--- config.mk ---
export PLATFORM = sky130hd
export DESIGN_NAME = adder_pipe
export DESIGN_NICKNAME = d
export VERILOG_FILES = /design/src/rtl/adder_pipe.sv
export SDC_FILE = /design/constraint.sdc
export NUM_CORES = 1
export LEC_CHECK = 0
export ABC_CLOCK_PERIOD_IN_PS = 3800
export CAP_MARGIN = 20
export CELL_PAD_IN_SITES_DETAIL_PLACEMENT = 1
export CELL_PAD_IN_SITES_GLOBAL_PLACEMENT = 1
export CORE_MARGIN = 3
export CORE_UTILIZATION = 49
export CTS_CLUSTER_DIAMETER = 150
export DETAILED_ROUTE_END_ITERATION = 7
export PLACE_DENSITY = 0.84
export RECOVER_POWER = 25
export SKIP_LAST_GASP = 1
export SYNTH_ARGS = -nofsm -noshare
export SYNTH_HDL_FRONTEND = slang
export SYNTH_SLANG_ARGS = --single-unit
--- constraint.sdc ---
create_clock -name clk -period 3.8 [get_ports clk]
set_input_delay 0.76 -clock clk [delete_from_list [all_inputs] [get_ports clk]]
set_output_delay 0.76 -clock clk [all_outputs]
set_load 0.03 [all_outputs]
--- src/rtl/adder_pipe.sv ---
// Carry-chained pipelined adder built from NIBBLES registered 4-bit slices,
// latency NIBBLES enabled edges. Optional saturation via macro ADDER_PIPE_SAT_EN.
module adder_pipe #(
  parameter int NIBBLES = 4
) (
  input  logic                   clk,
  input  logic                   rst_n,
  input  logic                   en,
  input  logic                   flush,
  input  logic                   in_valid,
  input  logic [4*NIBBLES-1:0]   a,
  input  logic [4*NIBBLES-1:0]   b,
  input  logic                   c_in,
  input  logic                   b_inv,
  input  logic                   sat,
  output logic                   out_valid,
  output logic [4*NIBBLES-1:0]   sum,
  output logic                   c_out,
  output logic                   ovf,
  output logic                   zero
);

  localparam int W = 4 * NIBBLES;

  // Stage k holds an op whose nibbles 0..k are resolved; the operand vectors
  // travel alongside so later nibbles are consumed one stage at a time.
  logic         valid_reg  [NIBBLES];
  logic         carry_reg  [NIBBLES];
  logic         sat_reg    [NIBBLES];
  logic [W-1:0] opa_reg    [NIBBLES];
  logic [W-1:0] opb_reg    [NIBBLES];
  logic [W-1:0] res_reg    [NIBBLES];
  logic         msbc_reg;

  logic         valid_next [NIBBLES];
  logic         carry_next [NIBBLES];
  logic         sat_next   [NIBBLES];
  logic [W-1:0] opa_next   [NIBBLES];
  logic [W-1:0] opb_next   [NIBBLES];
  logic [W-1:0] res_next   [NIBBLES];
  logic         msbc_next;

  logic [W-1:0] b_eff;
  assign b_eff = b_inv ? ~b : b;

  genvar gi;
  generate
    for (gi = 0; gi < NIBBLES; gi++) begin : g_slice
      logic [W-1:0] a_k;
      logic [W-1:0] b_k;
      logic [W-1:0] res_prev;
      logic         cin_k;
      logic         sat_k;
      logic         valid_k;
      logic [4:0]   slice_sum;

      if (gi == 0) begin : g_head
        assign a_k      = a;
        assign b_k      = b_eff;
        assign res_prev = '0;
        assign cin_k    = c_in;
        assign sat_k    = sat;
        assign valid_k  = in_valid;
      end else begin : g_body
        assign a_k      = opa_reg[gi-1];
        assign b_k      = opb_reg[gi-1];
        assign res_prev = res_reg[gi-1];
        assign cin_k    = carry_reg[gi-1];
        assign sat_k    = sat_reg[gi-1];
        assign valid_k  = valid_reg[gi-1];
      end

      assign slice_sum = {1'b0, a_k[4*gi +: 4]} + {1'b0, b_k[4*gi +: 4]} + {4'b0000, cin_k};

      assign res_next[gi]   = res_prev | (W'(slice_sum[3:0]) << (4*gi));
      assign carry_next[gi] = slice_sum[4];
      assign opa_next[gi]   = a_k;
      assign opb_next[gi]   = b_k;
      assign sat_next[gi]   = sat_k;
      assign valid_next[gi] = valid_k & ~flush;

      // Carry into the MSB recovered from the MSB's own sum bit.
      if (gi == NIBBLES - 1) begin : g_tail
        assign msbc_next = a_k[W-1] ^ b_k[W-1] ^ slice_sum[3];
      end
    end
  endgenerate

  always_ff @(posedge clk or negedge rst_n) begin
    if (!rst_n) begin
      for (int i = 0; i < NIBBLES; i++) begin
        valid_reg[i] <= 1'b0;
        carry_reg[i] <= 1'b0;
        sat_reg[i]   <= 1'b0;
        opa_reg[i]   <= '0;
        opb_reg[i]   <= '0;
        res_reg[i]   <= '0;
      end
      msbc_reg <= 1'b0;
    end else if (en) begin
      for (int i = 0; i < NIBBLES; i++) begin
        valid_reg[i] <= valid_next[i];
        carry_reg[i] <= carry_next[i];
        sat_reg[i]   <= sat_next[i];
        opa_reg[i]   <= opa_next[i];
        opb_reg[i]   <= opb_next[i];
        res_reg[i]   <= res_next[i];
      end
      msbc_reg <= msbc_next;
    end
  end

  logic [W-1:0] raw_sum;
  logic         raw_ovf;
  logic [W-1:0] final_sum;
  logic         unused_bits;
  logic         emit;

  assign raw_sum = res_reg[NIBBLES-1];
  assign raw_ovf = carry_reg[NIBBLES-1] ^ msbc_reg;
  assign emit    = valid_reg[NIBBLES-1] & ~flush;

`ifdef ADDER_PIPE_SAT_EN
  // Overflow direction is read from the wrapped sign: negative-looking means positive overflow.
  assign final_sum = (sat_reg[NIBBLES-1] && raw_ovf) ?
                     (raw_sum[W-1] ? {1'b0, {(W-1){1'b1}}} : {1'b1, {(W-1){1'b0}}}) :
                     raw_sum;
  assign unused_bits = ^{opa_reg[NIBBLES-1], opb_reg[NIBBLES-1]};
`else
  assign final_sum   = raw_sum;
  assign unused_bits = ^{sat_reg[NIBBLES-1], opa_reg[NIBBLES-1], opb_reg[NIBBLES-1]};
`endif

  always_ff @(posedge clk or negedge rst_n) begin
    if (!rst_n) begin
      out_valid <= 1'b0;
      sum       <= '0;
      c_out     <= 1'b0;
      ovf       <= 1'b0;
      zero      <= 1'b0;
    end else if (en) begin
      out_valid <= emit;
      if (emit) begin
        sum   <= final_sum;
        c_out <= carry_reg[NIBBLES-1];
        ovf   <= raw_ovf;
        zero  <= (final_sum == '0);
      end
    end
  end

endmodule

==> metrics.yaml <==
combPwrFrac_pct: 22.7
die_w_um: 108.0
grt.overflow.total: 0
synthMuxAreaShare_pct: 18.26
critPathMaxStageDelay_ps: 760
crit_path_frequent_cell: "fa_1"
start_util_pct: 51.21
rsz0062_at_grt: "false"
synth_top_family_by_area: "multiplexers"
grt_max_degree: 138
swShare_pct: 30.61
antenna_found_initial: 0
worst_slew_pin_slew_ps: 1609
ys_warn_count: 0
multi_input_area_um2: 1988
hp-class: "flop to flop"
tns_ps: 0
final_cells: 591
synth-xor-area-share_pct: 3.608
hpwl_um: 6463
cp_num_buf_inv: 2
viasPerCell: 5.337
syn_area_per_cell_um2: 13.27
wl_per_cell_um: 19.09
crit_end: "g_slice[1].res_prev[1]$_DFFE_PN0P_"
rr_worst_depth: 5
worst_ep_required_time_ps: 4200
grt_pass1_vias: 3520
seqCellArea_um2: 2928
synth-seq-cells: 117
row_count: 36
syn2layout_area_growth_pct: 24.99
cts-root-buf: "clkbuf_8"
synth_compound_area_share_pct: 5.646
cts_hold_buf: 0
cts_tree: "done"
crit_fanout: 7
min_period_ps: 2459
r2r_start: "g_slice[3].a_k[12]$_DFFE_PN0P_"
crit_chain: "clkdlybuf4s50_1 -> xnor2_1 -> fa_1 -> inv_1 -> fa_1 -> mux2_2"
setup_viol: 0
cts_setup_buffers: 0
pwr-share-seq_pct: 41.6
clock_power_share_pct: 35.7
fin_skew_ps: 7.456
crit_path_start_kind: "input pin"
endpoint_kind: "flop"
worstPathArrival_ps: 2860
outcome: "finished, violations left"
portBuffers: 58
clock_path_buffers: 2
dp_cells: 559
rr_endpoint: "carry_reg[0]$_DFFE_PN0P_"
die-height_um: 108.0
slew_headroom_pct: -7.270
peakVddDrop_mv: 0.3997
drive_gt1_share_pct: 25.55
cp_slowest_cell: "clkdlybuf4s50_1"
syn_inst: 384
layout_commonest_cell: "dfrtp_1"
synth_fa_ha_area_share_pct: 6.087
cts_buffers: 17
path_depth: 6
max_freq_mhz: 406.7
finalPower_mw: 4.377
yosys.area.top_type: "dfrtp_1"
die-area_um2: 11660
clock-sinks: 117
cp_top_family: "buffers and inverters"
yosys_most_used_dff: "dfrtp_1"
synth-edff-count: 0
nets: 505
grt.total_usage_pct: 21.09
routed_wl_um: 11290
gp_congestion: 0.7822
path_clk_slew_ps: 60
pre_cts_slack_ps: 810.5
first_pass_iters: 4
synth_top_cell_area_share_pct: 57.44
drtIter0Drc: 143
finalHoldViolCount: 0
worst_slack_ps: 1341
clk_latency_ps: 520
syn_area_um2: 5097
synthArstFlopShare_pct: 100.0
reg2reg_slack_ps: 1860
startpoint: "b_inv"
p_sw_mw: 1.340
post-route-period-util_pct: 64.71
n_antenna_cell: 0
synth_nets: 444
yosys.area_share.simple_pct: 5.400
p_leak_nw: 2.757
maxCapViolCount: 1
drc: 0
vias: 3154
yosysUniqueCellTypes: 28
internal_power_mw: 3.037
io_pins: 60
cellPowerDensity_nw_per_um2: 687.0
core_area_um2: 9955
htreeDepth: 4
fill_cells: 942
cts_resized: 0
crit_type: "input pin to flop"
grt_pass1_wl_um: 18620
most-common-layout-cells: "117 x dfrtp_1, 80 x mux2_2, 56 x clkdlybuf4s50_1"
final-max-slew-violation-count: 64
violations: "max-capacitance violations, max-slew violations"
synth_area_leaders: "dfrtp_1 57%, mux2_2 18%, fa_1 3.1%"
antenna_left: 0
yosysSeqAreaShare_pct: 57.44
==> per-stage QoR <==
stage,hold WS (ps),instance area [µm²],util [%]
3_5_place_dp,473.7,5792,58.18
5_1_grt,510.7,6371,64.00
4_1_cts,352.9,6374,64.03
2_1_floorplan,449.2,5097,-
3_3_place_gp,467.9,5792,58.18
6_report,501.2,6371,64.00
==> cell families (layout without fill, tap and decap cells) <==
| group | Yosys count | after routing |
|---|---|---|
| fa+ha+maj | 20 | 20 |
| xor+xnor | 21 | 21 |
| flops | 117 | 117 |
| mux | 83 | 83 |
| compound gates | 50 | 50 |
| simple gates | 51 | 51 |
| buf+inv | 42 | 116 |
==> cell type report <==
type,instances,area share (%)
repair buffers,61,9.741
clock inverters,14,2.416
clock buffers,18,6.716
inverters,23,1.355
well taps,133,2.612
flip-flops and latches,117,45.95
multi-input cells,225,31.21
==> worst reg2reg max path: cells and delay by family (launching register included) <==
| kind | cells | cell delay (ps) |
|---|---|---|
| DFF | 1 | 400 |
| AOI/OAI and AO/OA | 3 | 490 |
| adders and majority gates | 2 | 900 |
==> worst min path at each step <==
stage / start / end / slack (ps) / depth (start not counted)
global placement: zero$_DFFE_PN0P_ / zero$_DFFE_PN0P_ / 470 / 2
finish: g_slice[2].res_prev[0]$_DFFE_PN0P_ / g_slice[3].res_prev[0]$_DFFE_PN0P_ / 500 / 1
floorplan: g_slice[1].a_k[9]$_DFFE_PN0P_ / g_slice[2].a_k[9]$_DFFE_PN0P_ / 450 / 2
CTS: rst_n / sum[1]$_DFFE_PN0P_ / 350 / 1
detailed placement: g_slice[1].b_k[9]$_DFFE_PN0P_ / g_slice[2].b_k[9]$_DFFE_PN0P_ / 470 / 2
global route: sum[7]$_DFFE_PN0P_ / sum[7]$_DFFE_PN0P_ / 510 / 1
==> cells in the mapped netlist (all sizes together), types with 4 or more instances <==
cell / n
o21ai: 11
a21oi: 24
fa: 8
nor2b: 5
xnor2: 18
buf: 18
nand3b: 10
nor4: 4
inv: 23
nor2: 20
mux2: 80
dfrtp: 117
ha: 12
a21o: 5
nand2: 5
==> routing by layer <==
metal | wire [µm] | vias to the layer above | GRT usage [%]
met1 | 4801 | 1616 | 26.08
li1 | - | 1452 | -
met4 | 216 | 0 | 9.288
met2 | 5878 | 67 | 35.66
met5 | 0 | - | 0
met3 | 388 | 19 | 4.716
==> power groups by stage <==
stage / combinational (mW) / sequential (mW) / clock, mW
detailed placement: 0.954 / 1.82 / 0
CTS: 1.01 / 1.82 / 1.58
finish: 0.992 / 1.82 / 1.56
global placement: 0.900 / 1.79 / 0
floorplan: 0.506 / 1.87 / 0
global route: 1.09 / 1.86 / 1.65
No activity file was read; power rests on OpenSTA's default activity.
